`config.mk`:
```
export PLATFORM = sky130hd
export DESIGN_NAME = uart_tx_fifo
export DESIGN_NICKNAME = d
export VERILOG_FILES = /design/src/rtl/uart_pkg.sv /design/src/rtl/sync_fifo.sv /design/src/rtl/uart_tx_fifo.sv
export SDC_FILE = /design/constraint.sdc
export NUM_CORES = 1
export LEC_CHECK = 0
export CAP_MARGIN = 20
export CORE_MARGIN = 4
export CORE_UTILIZATION = 65
export CTS_CLUSTER_DIAMETER = 200
export DETAILED_ROUTE_END_ITERATION = 8
export GPL_TIMING_DRIVEN = 0
export PLACE_DENSITY = 0.82
export SKIP_LAST_GASP = 1
export SYNTH_ARGS = -nofsm -noshare
export SYNTH_HDL_FRONTEND = slang
export SYNTH_SLANG_ARGS = --single-unit
```
`constraint.sdc`:
```
create_clock -name sys_clk -period 4.1 [get_ports sys_clk]
set_input_delay 0.615 -clock sys_clk [delete_from_list [all_inputs] [get_ports sys_clk]]
set_output_delay 0.615 -clock sys_clk [all_outputs]
set_load 0.1 [all_outputs]
```
`src/rtl/uart_pkg.sv`:
```
// uart_pkg: shared UART constants, pacing FSM state encoding and frame-length helper.
// Contents: BPS_CNT_2M, UART_FRAME_BITS, IDLE/STROBE/GAP states, frame_clks().
package uart_pkg;
    localparam int BPS_CNT_2M      = 25;
    localparam int UART_FRAME_BITS = 10;
    localparam logic [1:0] IDLE    = 2'd0;
    localparam logic [1:0] STROBE  = 2'd1;
    localparam logic [1:0] GAP     = 2'd2;
    function automatic int frame_clks(input int bps_cnt, input int guard_clks);
        return UART_FRAME_BITS * bps_cnt + guard_clks;
    endfunction
endpackage

```
`src/rtl/sync_fifo.sv`:
```
// sync_fifo: registered-pointer FIFO, no fall-through, full/empty from pointer compare.
// Ports: clk, rst_n (async active-low), wr_en_i/wr_data_i push, rd_en_i pop,
//        rd_data_o head entry, full_o, empty_o.
module sync_fifo import uart_pkg::*; #(
    parameter int DEPTH = 16,
    parameter int WIDTH = 8
) (
    input  logic             clk,
    input  logic             rst_n,
    input  logic             wr_en_i,
    input  logic [WIDTH-1:0] wr_data_i,
    input  logic             rd_en_i,
    output logic [WIDTH-1:0] rd_data_o,
    output logic             full_o,
    output logic             empty_o
);
    localparam int ADDR_W = $clog2(DEPTH);
    logic [ADDR_W:0]  wr_ptr_q, wr_ptr_d, rd_ptr_q, rd_ptr_d;
    logic [WIDTH-1:0] mem_q [DEPTH];
    logic             push, pop;
    // Extra pointer MSB distinguishes full (wrapped once) from empty.
    assign full_o    = (wr_ptr_q ^ rd_ptr_q) == {1'b1, {ADDR_W{1'b0}}};
    assign empty_o   = wr_ptr_q == rd_ptr_q;
    assign push      = wr_en_i && !full_o;
    assign pop       = rd_en_i && !empty_o;
    assign wr_ptr_d  = wr_ptr_q + {{ADDR_W{1'b0}}, push};
    assign rd_ptr_d  = rd_ptr_q + {{ADDR_W{1'b0}}, pop};
    assign rd_data_o = mem_q[rd_ptr_q[ADDR_W-1:0]];
    always_ff @(posedge clk or negedge rst_n) begin
        if (!rst_n) begin
            wr_ptr_q <= '0;
            rd_ptr_q <= '0;
        end else begin
            wr_ptr_q <= wr_ptr_d;
            rd_ptr_q <= rd_ptr_d;
        end
    end
    always_ff @(posedge clk) begin
        if (push) mem_q[wr_ptr_q[ADDR_W-1:0]] <= wr_data_i;
    end
endmodule

```
`src/rtl/uart_tx_fifo.sv`:
```
// uart_tx_fifo: byte FIFO plus pacing FSM feeding a busy-less UART transmitter.
// Ports: sys_clk, sys_rst_n (async active-low), wr_en/wr_data push, full, empty, busy,
//        uart_send (rising edge starts a frame), uart_data (byte for the frame).
// Optional UART_TX_FIFO_OVF_EN adds tx_ovf (sticky dropped-push flag) and ovf_clr.
module uart_tx_fifo import uart_pkg::*; #(
    parameter int DEPTH       = 16,
    parameter int BPS_CNT     = BPS_CNT_2M,
    parameter int STROBE_CLKS = 4,
    parameter int GUARD_CLKS  = 4
) (
    input  logic       sys_clk,
    input  logic       sys_rst_n,
    input  logic       wr_en,
    input  logic [7:0] wr_data,
    output logic       full,
    output logic       empty,
    output logic       busy,
    output logic       uart_send,
    output logic [7:0] uart_data
`ifdef UART_TX_FIFO_OVF_EN
    ,
    output logic       tx_ovf,
    input  logic       ovf_clr
`endif
);
    localparam int FRAME_CLKS = frame_clks(BPS_CNT, GUARD_CLKS);
    localparam int CNT_W      = $clog2(FRAME_CLKS + 1);
    localparam logic [CNT_W-1:0] STROBE_LAST = CNT_W'(STROBE_CLKS - 1);
    localparam logic [CNT_W-1:0] FRAME_LAST  = CNT_W'(FRAME_CLKS - 1);
    logic [1:0]       state_q, state_d;
    logic [CNT_W-1:0] cnt_q, cnt_d;
    logic [7:0]       data_q, data_d, rd_data;
    logic             send_q, send_d, pop;
    sync_fifo #(.DEPTH(DEPTH), .WIDTH(8)) u_fifo (
        .clk       (sys_clk),
        .rst_n     (sys_rst_n),
        .wr_en_i   (wr_en),
        .wr_data_i (wr_data),
        .rd_en_i   (pop),
        .rd_data_o (rd_data),
        .full_o    (full),
        .empty_o   (empty)
    );
    // cnt runs from the pop through STROBE and GAP, so one compare bounds the whole frame.
    always_comb begin
        pop     = state_q == IDLE && !empty;
        state_d = pop                                       ? STROBE :
                  (state_q == STROBE && cnt_q == STROBE_LAST) ? GAP    :
                  (state_q == GAP && cnt_q == FRAME_LAST)     ? IDLE   : state_q;
        cnt_d   = pop ? '0 : (state_q == IDLE) ? cnt_q : cnt_q + 1'b1;
        data_d  = pop ? rd_data : data_q;
        // Registered strobe: uart_send rises one cycle after entering STROBE.
        send_d  = state_q == STROBE;
    end
    always_ff @(posedge sys_clk or negedge sys_rst_n) begin
        if (!sys_rst_n) begin
            state_q <= IDLE;
            cnt_q   <= '0;
            data_q  <= '0;
            send_q  <= 1'b0;
        end else begin
            state_q <= state_d;
            cnt_q   <= cnt_d;
            data_q  <= data_d;
            send_q  <= send_d;
        end
    end
    assign uart_send = send_q;
    assign uart_data = data_q;
    assign busy      = !empty || state_q != IDLE;
`ifdef UART_TX_FIFO_OVF_EN
    logic ovf_q, ovf_d;
    // A dropped push in the same cycle as ovf_clr keeps the flag set.
    assign ovf_d = (wr_en && full) ? 1'b1 : ovf_clr ? 1'b0 : ovf_q;
    always_ff @(posedge sys_clk or negedge sys_rst_n) begin
        if (!sys_rst_n) ovf_q <= 1'b0;
        else            ovf_q <= ovf_d;
    end
    assign tx_ovf = ovf_q;
`endif
endmodule
```
Word-level counts from Yosys, hierarchy flattened
Memory sizes are Yosys's and may differ from the RTL's. A register that Yosys moved wholly into a read port is not among the register bits.
Cells that the tools add are included.
{"block": "word_totals", "n_memories": 1, "latchBits": 0, "ff_bits": 21, "output_inout_bits": 12, "inputBits": 11, "mem_bits_ro": 0, "ramBits": 128}
{"name": "u_fifo.mem_q", "depth": 16, "width": 8, "read_ports": 1, "rd_clocked_by_memory_dff": 1, "write_ports": 1, "line_no": "sync_fifo.sv:19", "source": "logic [WIDTH-1:0] mem_q [DEPTH];"}
{"block": "classes", "order_cmp": 0, "eq_ne": 7, "mul": 0, "bitwise_logic": 1, "div_mod_pow": 0, "n_addsub": 3, "n_mux": 7, "shift": 0, "reduce_logical": 12}
{"cell": "$mux W8", "n": 2}
{"cell": "$add A5 B1 Y5", "n": 2}
{"cell": "$add A8 B1 Y8 const B", "n": 1}
{"cell": "$eq A8 B2 Y1 const B", "n": 1}
{"cell": "$eq A8 B8 Y1 const B", "n": 1}
{"cell": "$mux W2", "n": 3}
{"cell": "$eq A5 B5 Y1", "n": 1}
{"cell": "$eq A5 B5 Y1 const B", "n": 1}
{"cell": "$logic_and A1 B1 Y1", "n": 5}
{"cell": "$xor A5 B5 Y5", "n": 1}
{"cell": "$logic_not A1 Y1", "n": 3}
{"cell": "$reduce_bool A3 Y1", "n": 1}
{"cell": "$eq A2 B1 Y1 const B", "n": 1}
{"cell": "$eq A2 B2 Y1 const B", "n": 1}
{"cell": "$logic_not A2 Y1", "n": 1}
{"cell": "$mux W1", "n": 2}
{"cell": "$ne A2 B1 Y1 const B", "n": 1}
{"cell": "$reduce_bool A2 Y1", "n": 1}
{"cell": "$logic_or A1 B1 Y1", "n": 1}

Longest topological paths before layout
{"block": "logic_depth", "ltp_word": 6, "ltp_mapped": 9, "mapped_depth_nobuf": 8}

Cells and area by module
A second synthesis with hierarchy kept.
{"block": "hier_totals", "hier_cells": 405, "area_unflattened_um2": 6525.0}
{"mod": "sync_fifo", "cells_each": 317, "area_per_inst_um2": 5654.2, "n_inst": 1}
{"mod": "uart_tx_fifo", "cells_each": 88, "area_per_inst_um2": 870.8, "n_inst": 1}

Worst setup path after synthesis
Ideal clock, no wire load.
{"block": "synth_timing", "path_kind": "register to register", "from": "register u_fifo.wr_ptr_q[3]", "to": "register u_fifo.wr_ptr_q[2]", "setup_ns": 0.140, "t_arrival_ns": 2.913, "period_less_slack_ns": 3.053, "required_ns": 3.960, "path_stages_with_launch": 9, "setup_slack_ns": 1.047, "cell_sequence": "dfrtp_1 buf_4 xnor2_1 nand4_2 nor2_1 nor2b_1 ha_1 ha_1 xor2_1"}
{"block": "synth_between", "elab_chain_cells": 5}
{"item": "from (decl)", "line_no": "sync_fifo.sv:18", "source": "logic [ADDR_W:0] wr_ptr_q, wr_ptr_d, rd_ptr_q, rd_ptr_d;"}
{"item": "from (signal assigned)", "line_no": "sync_fifo.sv:34", "source": "wr_ptr_q <= wr_ptr_d;"}
{"item": "$xor A5 B5 Y5", "line_no": "sync_fifo.sv:22", "source": "assign full_o = (wr_ptr_q ^ rd_ptr_q) == {1'b1, {ADDR_W{1'b0}}};"}
{"item": "$eq A5 B5 Y1", "line_no": "sync_fifo.sv:22"}
{"item": "net full", "line_no": "uart_tx_fifo.sv:15", "source": "output logic full,"}
{"item": "$logic_not A1 Y1", "line_no": "sync_fifo.sv:24", "source": "assign push = wr_en_i && !full_o;"}
{"item": "$logic_and A1 B1 Y1", "line_no": "sync_fifo.sv:24"}
{"item": "$add A5 B1 Y5", "line_no": "sync_fifo.sv:26", "source": "assign wr_ptr_d = wr_ptr_q + {{ADDR_W{1'b0}}, push};"}
{"item": "net u_fifo.wr_ptr_d[2]", "line_no": "sync_fifo.sv:18"}
The timed path passes the listed nets, and every way through them passes these cells.
A chain may end at the register's enable or synchronous reset.

Final worst setup path
{"block": "layout_timing", "from": "register u_fifo.rd_ptr_q[0]", "to": "output port busy"}
{"block": "layout_between", "elab_chain_cells": 3}
{"item": "from (decl)", "line_no": "sync_fifo.sv:18"}
{"item": "from (signal assigned)", "line_no": "sync_fifo.sv:35", "source": "rd_ptr_q <= rd_ptr_d;"}
{"item": "$eq A5 B5 Y1", "line_no": "sync_fifo.sv:23", "source": "assign empty_o = wr_ptr_q == rd_ptr_q;"}
{"item": "$logic_not A1 Y1", "line_no": "uart_tx_fifo.sv:70", "source": "assign busy = !empty || state_q != IDLE;"}
{"item": "$logic_or A1 B1 Y1", "line_no": "uart_tx_fifo.sv:70"}
{"item": "to (decl)", "line_no": "uart_tx_fifo.sv:17", "source": "output logic busy,"}
No other way between the ends.

==> results by group <==
Yosys
  • Seq/Total Area, Yosys: 72.3%
  • Mapped Nets: 348
  • Cell count after synthesis: 331
  • Avg Cell Area, Syn: 19.1 um2
  • Synth warn: 0
  • Flop and latch count out of synthesis: 157
  • Count of cell types in the netlist: 39
  • Synthesized area: 0.00632 mm2

Global routing
  • First-pass GRT wire length: 20400 um
  • Initial antenna violation count: 0
  • Number of global-route vias before repair: 3433
  • Largest net degree at the start of global routing: 17
  • GRT Total Usage: 25.5%
  • Remaining global-route overflow: 0

Die
  • Core Area: 0.00937 mm2
  • Num ports: 23
  • Die X: 107 um
  • Initial Utilization: 67.5%
  • Num rows: 35
  • Chip height: 107 um
  • DIE AREA: 0.0114 mm2

Timing
  • Max Slew Vio Count: 0
  • RSZ-0062 raised after global routing: false
  • Final Hold Vio Count: 0
  • Worst Tran Pin Value: 0.974 ns
  • Fin Setup TNS: 0 ns
  • Worst slew margin: 34.9%
  • Final worst slack: 0.410 ns
  • FMAX: 271 MHz
  • Final min period: 3.69 ns
  • Skew final: 0.0127 ns
  • Final Setup Violations: 0
  • Tcrit/Tclk final: 90.0%
  • Worst Hold Slack: 0.515 ns

Place
  • DPL Wire Length: 7840 um
  • Port bufs: 22
  • Placed instance area: 0.00676 mm2
  • Worst slack at placement: 1.02 ns
  • Dpl cells: 487
  • GPL Wtd Cong: 0.845

Detailed routing
  • DRT iter0 DRCs: 355
  • Residual DRC: 0
  • M1 WL: 4990 um
  • Highest routed layer: met4
  • Metal3 WL: 1110 um
  • Wire per inst: 25.6 um
  • Detailed Route WL: 13300 um
  • ANT nets after route: 0
  • Routed wl met2: 6800 um
  • Vias per cell: 6.54
  • DRT Pass-1 Iters: 6
  • Vias: 3394

Clocking
  • CTS Hold Bufs: 0
  • Number of H-tree levels: 4
  • Clock sink count: 157
  • Root Buffer: clkbuf_8
  • TritonCTS buffer count: 17
  • Post-CTS Resized: 0
  • Worst-Skew Late Latency: 0.54 ns
  • Clk slew on worst S/H paths: 0.07 ns
  • Post-CTS repair timing setup buffer count: 0
  • Clock Tree Buf Depth: 2
  • TritonCTS clock tree: yes

Cells and area
  • Commonest non-fill, non-tap cell in the layout: edfxtp_1
  • Final cell count without fillers: 519
  • Design area: 0.00734 mm2
  • Commonest non-fill, non-tap cells in the layout: edfxtp_1, dfrtp_1, clkdlybuf4s50_1
  • Layout cells sized above 1: 19.7%
  • Fillcell total: 486
  • Synthesis-to-layout area growth: 16.0%
  • Util after Layout: 78.3%
  • Layout Nets: 394
  • Antenna cells: 0

Job
  • Max_cap viols: 0

Pwr
  • VDD IR-drop max: 580 uV
  • Tot Pwr: 5.64 mW
  • Pleak: 2.54 nW
  • PwrDens: 769 mW/mm2

Worst setup path
  • Crit Path Class: reg -> out
  • CP arrival: 3.08 ns
  • R2r setup slk: 1.68 ns
  • CP Data Required Time: 3.48 ns
  • Crit Path Max Fanout: 8
  • Element type at the critical path start: flip-flop
  • Crit path capture type: output port

Run status
  • Status: completed

Hold path
  • Min-delay worst type: in -> async
[cell type report]
| type | count | area (um2) | share of cell area [%] |
|---|---|---|---|
| tap | 129 | 161 | 2.20 |
| clock buffer | 17 | 414 | 5.64 |
| clock inverter | 15 | 161 | 2.20 |
| multi-input combinational | 156 | 1630 | 22.2 |
| timing repair buffer | 27 | 278 | 3.79 |
| sequential | 157 | 4570 | 62.3 |
| inverter | 3 | 11.3 | 0.153 |
| buffer | 15 | 116 | 1.59 |
[layer usage]
metal | GRT usage, % | vias to the layer above
li1 | - | 1432
met1 | 33.9 | 1722
met2 | 40.9 | 201
met3 | 7.71 | 39
met4 | 8.58 | 0
met5 | 0 | -
[state kept, by name (all words and copies together) (netlist names)]
signal           count
u_fifo.mem_q       128
cnt_q                8
uart_data            8
u_fifo.rd_ptr_q      5
u_fifo.wr_ptr_q      5
state_q              2
uart_send            1
[worst paths after layout]
path	from	endpoint	depth (start not counted)
setup reg to reg	u_fifo.rd_ptr_q[1]$_DFF_PN0_	u_fifo.mem_q[0][2]$_DFFE_PP_	6
min in group sys_clk	u_fifo.rd_ptr_q[1]$_DFF_PN0_	u_fifo.rd_ptr_q[1]$_DFF_PN0_	1
max in group asynchronous	sys_rst_n	u_fifo.rd_ptr_q[1]$_DFF_PN0_	2
hold reg to reg	u_fifo.rd_ptr_q[1]$_DFF_PN0_	u_fifo.rd_ptr_q[1]$_DFF_PN0_	1
setup / recovery	u_fifo.rd_ptr_q[0]$_DFF_PN0_	busy	5
hold / removal	sys_rst_n	cnt_q[7]$_DFFE_PN0P_	1
[cells in the mapped netlist (all sizes together)]
library cell  count  share of area (%)
nor3              5               0.40
mux4             32                 12
or3               3               0.30
mux2              8                1.9
a21oi             1              0.079
a31oi             1              0.099
and2              1              0.099
nand4             3               0.40
a22oi            16                1.9
or2               3               0.30
inv               3               0.18
nand4b            1               0.14
nor2b             4               0.40
o21ai             7               0.55
xnor2             9                1.2
xor2              4               0.55
o21a              1               0.24
nor4b             1               0.14
clkbuf            6               0.36
nor2             19                1.1
buf               9                1.5
o2111ai           4               0.55
nand2            16               0.95
edfxtp          128                 61
a21o              1               0.12
o22ai             1              0.099
dfrtp            29                 11
ha                6                1.2
o2111a            1               0.18
nand2b            2               0.20
nand3             6               0.47
[power by group]
group          switching [mW]  leakage, nW  total [mW]  internal (mW)
Clock                   0.666        0.267        1.54          0.875
Combinational            1.21        0.768        1.96          0.748
Sequential              0.156         1.51        2.15           1.99
Total                    2.03         2.54        5.64           3.61
[worst max-delay path, cell delays in order, from the launching register on]
cell	delay, ns
dfrtp_1	0.40
buf_6	0.16
xnor2_1	0.22
nand4_2	0.26
or3_1	0.49
clkdlybuf4s50_1	1.00
[cells by family (layout without fill, tap and decap cells)]
family | after synthesis | in the layout | synth area share [%]
fa+ha+maj | 6 | 6 | 1.19
xor+xnor | 13 | 13 | 1.80
mux | 40 | 40 | 14.0
simple gates | 64 | 64 | 4.91
compound gates | 33 | 33 | 3.82
buf+inv | 18 | 77 | 2.02
flops | 157 | 157 | 72.3
No activity file was read; power rests on OpenSTA's default activity.
==> RTL change, RTL diff (config.mk and constraints unchanged) <==
Add a define of `UART_TX_FIFO_OVF_EN`.
--- a/src/rtl/uart_tx_fifo.sv
+++ b/src/rtl/uart_tx_fifo.sv
@@ -3,4 +3,6 @@
 //        uart_send (rising edge starts a frame), uart_data (byte for the frame).
 // Optional UART_TX_FIFO_OVF_EN adds tx_ovf (sticky dropped-push flag) and ovf_clr.
+`define UART_TX_FIFO_OVF_EN
+
 module uart_tx_fifo import uart_pkg::*; #(
     parameter int DEPTH       = 16,
Interface: changed (added ovf_clr and tx_ovf); port bits go from 23 to 25. The function was not compared with the original's and may differ.
==> RTL change against the original RTL <==
- core utilization up 0.69 points
- setup slack better by 0.090 ns
- final area up 0.89%
- synthesized area up 0.77%
- routed wire length down 7.2%
- register-to-register slack worse by 0.08 ns
- power down 0.12%
- sequential cell count up 1
- die area up 0.71%
- critical path type unchanged
- largest power group unchanged
==> RTL change: results (changes against the original RTL) <==
Mapped Nets = 352 (was 348)
Yosys top cell area share = 60.3% (was 60.8%)
Achievable Freq = 278 MHz (was 271 MHz)
WP data arrival = 2.99 ns (was 3.08 ns)
Place WS = 1.10 ns (was 1.02 ns)
Worst path max stage delay = 1.18 ns (was 1.00 ns)
CP Max Fanout = 10 (was 8)
Worst VDD drop = 0.522 mV (was 0.580 mV)
Cells after DPL = 492 (was 487)
sequential-to-total area share from yosys stat = 72.1% (was 72.3%)
Post-DP HPWL = 7910 um (was 7840 um)
synthesized instance count = 334 (was 331)
First-pass DRT Iterations = 5 (was 6)
DR iter-0 viols = 376 (was 355)
IO Port Bufs = 24 (was 22)
gr usage total = 24.2% (was 25.5%)
vias in the first global route = 3400 (was 3433)
Hold WS = 0.491 ns (was 0.515 ns)
largest net degree at the start of global routing = 19 (was 17)
WL final = 12300 um (was 13300 um)
Post-synth top cells = 128 x edfxtp_1, 30 x dfrtp_1, 27 x mux4_2 (was 128 x edfxtp_1, 29 x dfrtp_1, 20 x mux4_2)
Netlist cell types = 44 (was 39)
number of synthesized register bits = 158 (was 157)
status = complete, no violations (unchanged)
met3 WL = 928 um (was 1110 um)
worst reg2reg setup slack = 1.60 ns (was 1.68 ns)
Int Pwr = 3.65 mW (was 3.61 mW)
ys async rst share = 19.0% (was 18.5%)
GP Congestion = 0.847 (was 0.845)
Routed met1 length = 4990 um (about the same)
fraction of layout cells with a size suffix above 1 = 22.3% (was 19.7%)
routed length per instance = 23.6 um (was 25.6 um)
CP startpoint = u_fifo.wr_ptr_q[3] (was u_fifo.rd_ptr_q[0])
RTL change: worst paths after layout:
check | to
hold reg to reg | uart_data[6]
hold / removal | cnt_q[7]
max in group asynchronous | u_fifo.rd_ptr_q[0]
setup reg to reg | u_fifo.mem_q[0][5]
setup / recovery | full
min in group sys_clk | uart_data[6]
RTL change: power by group through the flow:
stage / sequential, mW / clock, mW / combinational [mW]
after floorplan: 2.49 / 0 / 1.14
after global placement: 2.17 / 0 / 1.89
after detailed placement: 2.19 / 0 / 1.95
after CTS: 2.16 / 1.53 / 1.97
after global routing: 2.19 / 1.61 / 2.09
final: 2.16 / 1.52 / 1.96
RTL change: area by class of cell:
| class | count | area (um^2) |
|---|---|---|
| Inverter | 4 | 15.0 |
| Sequential cell | 158 | 4590 |
| Fill cell | 498 | 1970 |
| Clock buffer | 18 | 418 |
| Tap cell | 129 | 161 |
| Clock inverter | 14 | 156 |
| Timing Repair Buffer | 29 | 295 |
| Multi-Input combinational cell | 157 | 1630 |
| Buffer | 15 | 135 |
RTL change: worst max-delay path, delay by kind of cell, from the launching register on:
kind | cells | cell delay (ns)
buffers and inverters | 2 | 1.37
and+or+nand+nor | 2 | 0.50
DFF | 1 | 0.35
xor gates and xnor gates | 1 | 0.23
RTL change: kinds of logic after synthesis:
| group | synth area share, % |
|---|---|
| multiplexers | 13.6 |
| XOR/XNOR | 1.63 |
| adder cells (fa/ha/maj) | 1.18 |
| AND/OR/NAND/NOR | 4.73 |
| flip-flops | 72.1 |
| AO/OA/AOI/OAI | 4.42 |
| buffers and inverters | 2.36 |
RTL change: routing by layer:
layer | vias up | global-route usage, %
met2 | 147 | 37.7
met4 | 0 | 8.13
li1 | 1453 | -
met5 | - | 0
met3 | 19 | 6.26
met1 | 1667 | 34.0
